--- src/rtl/mont_pkg.sv ---
// Shared definitions for the Montgomery operand select buffer.
// Select codes and controller state encoding.
package mont_pkg;

  localparam logic [1:0] SEL_ZERO = 2'b00;
  localparam logic [1:0] SEL_B    = 2'b01;
  localparam logic [1:0] SEL_M    = 2'b10;
  localparam logic [1:0] SEL_BM   = 2'b11;

  typedef enum logic [1:0] {
    ST_IDLE    = 2'd0,
    ST_PRECOMP = 2'd1,
    ST_READY   = 2'd2
  } state_t;

endpackage

--- src/rtl/mont_sync_fifo.sv ---
// Single-clock FIFO with occupancy flags.
// Head reads as zero while empty so stale entries never leak out.
module mont_sync_fifo #(
  parameter int WIDTH = 257,
  parameter int DEPTH = 4
) (
  input  logic             clk,
  input  logic             rst,
  input  logic             push,
  input  logic [WIDTH-1:0] wdata,
  input  logic             pop,
  output logic [WIDTH-1:0] rdata,
  output logic             empty,
  output logic             full
);

  localparam int AW = $clog2(DEPTH);

  logic [WIDTH-1:0] mem [DEPTH];
  logic [AW-1:0]    wr_ptr;
  logic [AW-1:0]    rd_ptr;
  logic [AW:0]      count;
  logic             do_push;
  logic             do_pop;

  assign empty   = (count == '0);
  assign full    = (count == (AW+1)'(DEPTH));
  assign do_push = push && !full;
  assign do_pop  = pop && !empty;
  assign rdata   = empty ? '0 : mem[rd_ptr];

  always_ff @(posedge clk) begin
    if (do_push) begin
      mem[wr_ptr] <= wdata;
    end
  end

  always_ff @(posedge clk) begin
    if (rst) begin
      wr_ptr <= '0;
      rd_ptr <= '0;
      count  <= '0;
    end else begin
      if (do_push) wr_ptr <= wr_ptr + 1'b1;
      if (do_pop)  rd_ptr <= rd_ptr + 1'b1;
      unique case ({do_push, do_pop})
        2'b10:   count <= count + 1'b1;
        2'b01:   count <= count - 1'b1;
        default: count <= count;
      endcase
    end
  end

endmodule

--- src/rtl/mont_operand_select_buf.sv ---
// Operand selector for radix-2 Montgomery: returns 0, B, M or B+M
// per select code through a small output FIFO.
module mont_operand_select_buf
  import mont_pkg::*;
#(
  parameter  int K_BITS = 256,
  parameter  int DEPTH  = 4,
  localparam int CNT_W  = $clog2(K_BITS+1)
) (
  input  logic              i_Clk,
  input  logic              i_Rst,
  input  logic [K_BITS-1:0] i_B,
  input  logic [K_BITS-1:0] i_M,
  input  logic              i_Load_Valid,
  output logic              o_Load_Ready,
  input  logic [1:0]        i_Sel,
  input  logic              i_Sel_Valid,
  output logic              o_Sel_Ready,
  output logic [K_BITS:0]   o_Y,
  output logic              o_Y_Valid,
  input  logic              i_Y_Ready,
  output logic [CNT_W-1:0]  o_Iter,
  output logic              o_Iter_Done
);

  localparam logic [CNT_W-1:0] ITER_MAX = CNT_W'(K_BITS);

  state_t            state;
  state_t            state_nxt;
  logic [K_BITS-1:0] b_q;
  logic [K_BITS-1:0] m_q;
  logic [K_BITS:0]   sum_q;
  logic [CNT_W-1:0]  iter;
  logic [K_BITS:0]   sel_val;
  logic              load_fire;
  logic              sel_fire;
  logic              fifo_empty;
  logic              fifo_full;

  always_comb begin
    state_nxt    = state;
    o_Load_Ready = 1'b0;
    o_Sel_Ready  = 1'b0;
    unique case (state)
      ST_IDLE: begin
        o_Load_Ready = 1'b1;
        if (i_Load_Valid) state_nxt = ST_PRECOMP;
      end
      ST_PRECOMP: state_nxt = ST_READY;
      ST_READY: begin
        o_Load_Ready = fifo_empty;
        o_Sel_Ready  = !fifo_full;
        if (i_Load_Valid && fifo_empty) state_nxt = ST_PRECOMP;
      end
      default: state_nxt = ST_IDLE;
    endcase
  end

  assign load_fire = i_Load_Valid && o_Load_Ready;
  assign sel_fire  = i_Sel_Valid && o_Sel_Ready;

  always_ff @(posedge i_Clk) begin
    if (i_Rst) begin
      state <= ST_IDLE;
      b_q   <= '0;
      m_q   <= '0;
      sum_q <= '0;
      iter  <= '0;
    end else begin
      state <= state_nxt;
      if (load_fire) begin
        b_q  <= i_B;
        m_q  <= i_M;
        iter <= '0;
      end else if (sel_fire && iter != ITER_MAX) begin
        iter <= iter + 1'b1;
      end
      if (state == ST_PRECOMP) begin
        sum_q <= {1'b0, b_q} + {1'b0, m_q};
      end
    end
  end

  // Selection uses the registered operands, so a select racing a load
  // still sees the old B and M.
  always_comb begin
    sel_val = '0;
    unique case (1'b1)
      (i_Sel == SEL_ZERO): sel_val = '0;
      (i_Sel == SEL_B):    sel_val = {1'b0, b_q};
      (i_Sel == SEL_M):    sel_val = {1'b0, m_q};
      (i_Sel == SEL_BM):   sel_val = sum_q;
      default:             sel_val = '0;
    endcase
  end

  mont_sync_fifo #(
    .WIDTH (K_BITS+1),
    .DEPTH (DEPTH)
  ) u_fifo (
    .clk   (i_Clk),
    .rst   (i_Rst),
    .push  (sel_fire),
    .wdata (sel_val),
    .pop   (i_Y_Ready),
    .rdata (o_Y),
    .empty (fifo_empty),
    .full  (fifo_full)
  );

  assign o_Y_Valid   = !fifo_empty;
  assign o_Iter      = iter;
  assign o_Iter_Done = (iter == ITER_MAX);

endmodule
--- config.mk ---
export PLATFORM = sky130hd
export DESIGN_NAME = mont_operand_select_buf
export DESIGN_NICKNAME = d
export VERILOG_FILES = /design/src/rtl/mont_pkg.sv /design/src/rtl/mont_sync_fifo.sv /design/src/rtl/mont_operand_select_buf.sv
export SDC_FILE = /design/constraint.sdc
export NUM_CORES = 2
export LEC_CHECK = 0
export CAP_MARGIN = 20
export CORE_ASPECT_RATIO = 0.75
export CORE_MARGIN = 5
export CORE_UTILIZATION = 43
export CTS_BUF_LIST = sky130_fd_sc_hd__clkbuf_16
export DETAILED_ROUTE_END_ITERATION = 6
export GPL_ROUTABILITY_DRIVEN = 0
export GPL_TIMING_DRIVEN = 1
export PLACE_DENSITY = 0.74
export SLEW_MARGIN = 40
export SYNTH_ARGS = -nofsm -noshare
export SYNTH_HDL_FRONTEND = slang
export SYNTH_SLANG_ARGS = --single-unit
--- constraint.sdc ---
create_clock -name i_Clk -period 8.08 [get_ports i_Clk]
set_input_delay 1.212 -clock i_Clk [delete_from_list [all_inputs] [get_ports i_Clk]]
set_output_delay 1.212 -clock i_Clk [all_outputs]
set_load 0.02 [all_outputs]
==> impl_results.md <==
* Outcome: finished with violations
* Failing checks: design-rule violations
* Sequential cell area at 0.0467 mm^2
* DR iter-0 viols at 10.3k
* Post-Synth XOR/XNOR Area at 0.0243
* Post-synthesis sequential area ratio at 0.530
* Pwr/cell area at 204 mW/mm^2
* Number of synthesized flops with an enable pin at 1028
* HP Class: reg -> reg
* Share of layout cells above drive strength 1 at 0.112
* Die width at 533 um
* Synth top area share at 0.350
* Synth area leaders: edfxtp_1, dfxtp_1, a22o_1, mux4_2, ha_1
* Startpoint types: flip-flop
* Via count at 70.2k
* Cell Rows at 143
* Complex-gate fraction of the synthesized area at 0.185
* Largest net degree at the start of global routing at 201
* Syn Area/Cell at 11.5 um^2
* NetSw at 5.63 mW
* # hold bufs at CTS at 0
* Switching fraction of total power at 0.263
* Max cap viols at 0
* Area grow syn2layout at 19.0%
* Post_cts resized at 0
* Yosys reg bits at 1817
* Cell count after synthesis at 7669
* Critical path arrival at 6.17 ns
* Leak pwr at 36.9 nW
* Worst Skew at 0.0468 ns
* Post-Synth Simple-Gate Area at 0.0987
* Post-synthesis mux area share at 0.0987
* Clock tree buffer depth at 3
* Comb pwr share at 0.130
* Final min period at 5.48 ns
* Crit Path Class: reg -> reg
* RSZ-0062 raised after global routing: no
* Worst EP required at 8.77 ns
* Worst Max-Slew Pin Slew at 0.992 ns
* Final hold violations at 0
* Synth warn at 0
* Max_slew headroom at 0.339
* Pre-Repair DR Iteration Count at 7
* Dpl hpwl at 230000 um
* Clock sink total at 1817
* Synth cell types at 91
* Chip Height at 402 um
* Residual DRC at 80
* Final Non-Filler Cells at 11.1k
* CTS tree: done
* Clock-pin slew on the worst setup and hold paths at 0.07 ns
* Main combinational cell family by area after synthesis: compound AO/OA/AOI/OAI gates
* Total track usage at 0.278
* Final WL at 313000 um
* Synthesized area at 0.0881 mm^2
* Root Buffer: clkbuf_16
* Commonest register cell after synthesis: edfxtp_1
* Critical path capture point type: flip-flop
* Die area at 0.214 mm^2
* Nets at 8997
* Top post-synthesis cells by count: edfxtp_1, dfxtp_1, a22o_1
* Post-CTS setup buffer count at 0
* Cell taking the most area after synthesis: edfxtp_1
* IO Port Bufs at 788
* I/O pin total at 789
* Crit share post-route at 0.678
* H-tree level count at 4
* Post-synth ARST share at 0
* Flop2flop setup slack at 2.60 ns
* Worst skew pair latency at 0.86 ns
* Core Box Area at 0.203 mm^2
* Fill cells at 17.3k
* Final ANT Viol Nets at 0
* First-pass GRT wire length at 448000 um
* Most common cell in the netlist: edfxtp_1
* Multi-input gate area at 0.0393 mm^2
* CTS buffer count at 178
* Critical-path maximum fanout at 5
* Vias in the first global route at 66.3k
* Placed Cells at 10.7k
* Internal power at 15.8 mW
* Routed length per placed instance at 28.2 um
* Post-Synth Adder-Cell Area at 0.0378
* FMAX at 182 MHz
* Setup TNS at 0 ns
* Slew Viols, Final at 0
* Maximum vdd drop at 0.000213 V
* Global route total overflow at 0
* Setup Viol. Count Final at 0
* Starting Density at 0.433
* Post-Syn Nets at 8453
* Via density at 6.32
* Initial antenna violation count at 68
* Reg power frac at 0.478
* Clock power frac at 0.392
==> power groups by stage <==
stage	clock (mW)	combinational [mW]	sequential (mW)
finish	8.41	2.78	10.2
global route	8.89	2.94	10.3
CTS	8.49	2.73	10.2
detailed placement	0	2.71	10.4
floorplan	0	1.64	10.3
global placement	0	2.67	10.4
==> worst max-delay path, cell delays in order, from the launching register on <==
cell and delay [ns]:
dfxtp_1 0.33, ha_1 0.23, fa_1 0.44, a211oi_2 0.27, o21bai_1 0.19, o21ai_2 0.32, a211oi_2 0.18, o21ai_1 0.32
o31a_1 0.41, o31a_1 0.58, o41ai_2 0.25, a21boi_2 0.58, o21ai_0 0.48, a31oi_1 0.48, xnor2_1 0.17, o21ai_0 0.08
==> cell families after synthesis <==
group	after synthesis
AOI/OAI and AO/OA	2354
and+or+nand+nor	1869
DFF	1817
buffers and inverters	605
muxes	515
adders and majority gates	265
xor gates and xnor gates	244
==> per-stage QoR <==
step / hold WS (ns) / utilization / instance area, um^2 / setup WS [ns] / power (mW)
2_1_floorplan: 0.420 / - / 88100 / 0.312 / 12.0
3_3_place_gp: 0.430 / 0.483 / 98200 / 2.83 / 13.1
3_5_place_dp: 0.439 / 0.485 / 98600 / 3.07 / 13.1
4_1_cts: 0.452 / 0.514 / 105000 / 2.86 / 21.5
5_1_grt: 0.463 / 0.515 / 105000 / 2.66 / 22.1
6_report: 0.448 / 0.516 / 105000 / 2.60 / 21.4
==> per-layer routing <==
metal | vias to the layer above | global-route usage | wire [um]
li1 | 30400 | - | -
met1 | 34400 | 0.371 | 123000
met2 | 4478 | 0.404 | 133000
met3 | 827 | 0.104 | 40400
met4 | 52 | 0.121 | 15800
met5 | - | 0.00335 | 478
==> flip-flops by register name, indices dropped and copies added, names as in the netlist, named ones only <==
register	count
state	2
u_fifo.mem	1028
u_fifo.count	3
sum_q	257
u_fifo.wr_ptr	2
b_q	256
m_q	256
o_Iter	9
u_fifo.rd_ptr	2
==> worst paths after layout <==
path                                from                       to  cells after the start
setup reg to reg     b_q[0]$_SDFFE_PP0P_  sum_q[210]$_SDFFE_PP0P_                     15
setup / recovery     b_q[0]$_SDFFE_PP0P_  sum_q[210]$_SDFFE_PP0P_                     15
hold reg to reg   sum_q[59]$_SDFFE_PP0P_   sum_q[59]$_SDFFE_PP0P_                      2
hold / removal    sum_q[59]$_SDFFE_PP0P_   sum_q[59]$_SDFFE_PP0P_                      2
==> layout by cell type, fill, tap and decap left out, types with 14 or more instances in the layout <==
cell and count:
and2_1 268, buf_6 14, nand2_1 771, clkinv_1 32, edfxtp_1 1028, a221oi_1 16
nand4_1 163, nor2_1 377, o21bai_1 88, a22o_1 774, xnor2_1 147, o21a_1 37
ha_1 263, o211ai_1 18, a21o_1 131, nor3_1 86, a21oi_1 621, o21ai_1 25
diode_2 45, o31ai_1 28, or3_1 20, xor2_1 97, buf_12 22, and3_1 18
a211oi_1 20, o21ai_0 407, a31oi_1 37, clkbuf_16 186, nor4_1 22, inv_1 144
nand3_1 67, mux4_2 257, clkinv_2 20, a21boi_0 23, clkdlybuf4s50_1 785, mux2_2 256
dfxtp_1 787, buf_4 33
==> layout make-up <==
type	instances	area share
sequential	1817	0.445
multi-input combinational	5247	0.375
timing repair buffer	867	0.0862
clock buffer	186	0.0444
tap	2682	0.0320
clock inverter	152	0.0118
inverter	102	0.00365
antenna	45	0.00107
Note: power is estimated with default switching activity, not from simulation.
==> variant: new RTL, same flow settings <==
Make the reset (`i_Rst` and `rst`) asynchronous in 2 clocked blocks.
--- a/src/rtl/mont_sync_fifo.sv
+++ b/src/rtl/mont_sync_fifo.sv
@@ -36,5 +36,5 @@
   end
 
-  always_ff @(posedge clk) begin
+  always_ff @(posedge clk or posedge rst) begin
     if (rst) begin
       wr_ptr <= '0;
--- a/src/rtl/mont_operand_select_buf.sv
+++ b/src/rtl/mont_operand_select_buf.sv
@@ -60,5 +60,5 @@
   assign sel_fire  = i_Sel_Valid && o_Sel_Ready;
 
-  always_ff @(posedge i_Clk) begin
+  always_ff @(posedge i_Clk or posedge i_Rst) begin
     if (i_Rst) begin
       state <= ST_IDLE;
Behaviour: not the same (a bounded check fails within 4 cycles, from zero or initial values and one cycle with i_Rst high; the reset may be asserted at any time).
==> variant against the original RTL <==
- first-iteration DRC count down 14%
- critical path type unchanged
- count of clock-buffer cells in the layout down 3
- clock skew down 0.0075 ns
- setup slack worse by 1.1 ns
- sequential cell count down 2
- area after synthesis up 3.9%
- final area up 3.8%
- utilization down 0.13 points
- cell count down 1.5%
- routed wire length down 3.0%
Power is not compared: it rests on default switching activity, and its combinational part moved more than twofold at a synthesized area within 25%.
==> variant: results (changes against the original RTL) <==
[critical_path]
cp_data_arrival_time_ns = 7.23  ; was 6.17 ns
rr_worst_depth = 16  ; was 15
crit_family = compound AO/OA/AOI/OAI gates  ; unchanged
worstSetupStartpoint = m_q[93]  ; was b_q[0]
r2r-end = sum_q[239]  ; was sum_q[210]
crit_fanout = 9  ; was 5
critPathMaxStageDelay_ns = 0.80  ; was 0.58 ns

[global_routing]
grt_pass1_vias = 65100  ; was 66,320
grt_max_degree = 195  ; was 201
grt_pass1_wl_um = 438200  ; was 448,300 um
grt_util_all_layers = 0.2632  ; was 0.2777

[sta]
slew_headroom = 0.3420  ; was 0.3388
skew_ns = 0.03930  ; was 0.04678 ns

[finish]
drive_above_1_share = 0.1787  ; was 0.1122
num-nets-final = 8710  ; was 8,997
fillers = 17880  ; was 17,280

[clock_tree]
clock_latency_ns = 0.84  ; was 0.86 ns

[worst_hold_path]
hp-class = flip-flop to flip-flop  ; unchanged
min_to = sum_q[41]  ; was sum_q[59]
holdCritStartpoint = sum_q[41]  ; was sum_q[59]

[synthesis]
synth_compound_area_frac = 0.1210  ; was 0.1849
ys_seq_area_frac = 0.5522  ; was 0.5297
synth.distinct_cells = 79  ; was 91
ys_top_cells_by_count = edfxtp_1, dfrtp_1, mux2_2  ; was edfxtp_1, dfxtp_1, a22o_1
synth_nets = 8095  ; was 8,453
synthMuxAreaShare = 0.1580  ; was 0.09865
synthAdderAreaFrac = 0.03637  ; was 0.03781
netlist_top_cells_area = edfxtp_1, dfrtp_1, mux2_2, mux4_2, ha_1  ; was edfxtp_1, dfxtp_1, a22o_1, mux4_2, ha_1
synth_xor_area_frac = 0.02506  ; was 0.02426

[detailed_routing]
drt_iter0_drc = 8863  ; was 10,340
vias = 67170  ; was 70,180
wirelength_um = 303400  ; was 312,800 um

[outcome]
outcome = finished clean  ; was finished with violations

[placement]
placed_area_sq_mm = 0.1024  ; was 0.09862 sq mm

-- variant: power by group --
part	internal [mW]	switching, mW
sequential	12.9	1.76
combinational	12.1	18.9
clock	4.77	3.78
-- variant: cells by family (layout without fill, tap and decap cells) --
logic type / after synthesis / after routing
simple gates: 1628 / 1628
other cells: 0 / 38
mux: 1028 / 1028
flops: 1815 / 1815
buf+inv: 537 / 1308
compound gates: 1776 / 1776
fa+ha+maj: 265 / 265
xor+xnor: 262 / 262
-- variant: how the worst max path moves through the flow --
stage          cells past startpoint         end
2_1_floorplan                      1      b_q[0]
3_3_place_gp                      15  sum_q[250]
3_5_place_dp                      16  sum_q[239]
4_1_cts                           16  sum_q[239]
5_1_grt                           16  sum_q[239]
6_report                          16  sum_q[239]
-- variant: cell type report --
class / count / area [sq um] / area share
Clock inverter: 155 / 1433 / 0.01317
Sequential cell: 1815 / 50570 / 0.4648
Inverter: 100 / 379.1 / 0.003485
Timing Repair Buffer: 870 / 9117 / 0.08381
Antenna cell: 38 / 95.09 / 0.0008740
Tap cell: 2812 / 3518 / 0.03234
Clock buffer: 183 / 4579 / 0.04209
Multi-Input combinational cell: 4959 / 39100 / 0.3594
-- variant: metrics by stage --
stage	setup WS, ns	cells	util
5_1_grt	1.774	10920	0.5141
6_report	1.538	10930	0.5143
3_5_place_dp	2.236	10540	0.4840
3_3_place_gp	2.211	10540	0.4826
4_1_cts	2.195	10880	0.5124
2_1_floorplan	-3.931	7311	-
-- variant: per-layer routing --
metal,wire [um],vias up,part of all wire,GRT usage
met5,148,-,0.00049,0
met4,14550,22,0.048,0.1169
met3,33990,701,0.11,0.07772
met2,132100,3937,0.44,0.3835
met1,122600,33630,0.40,0.3646
li1,-,28880,-,-
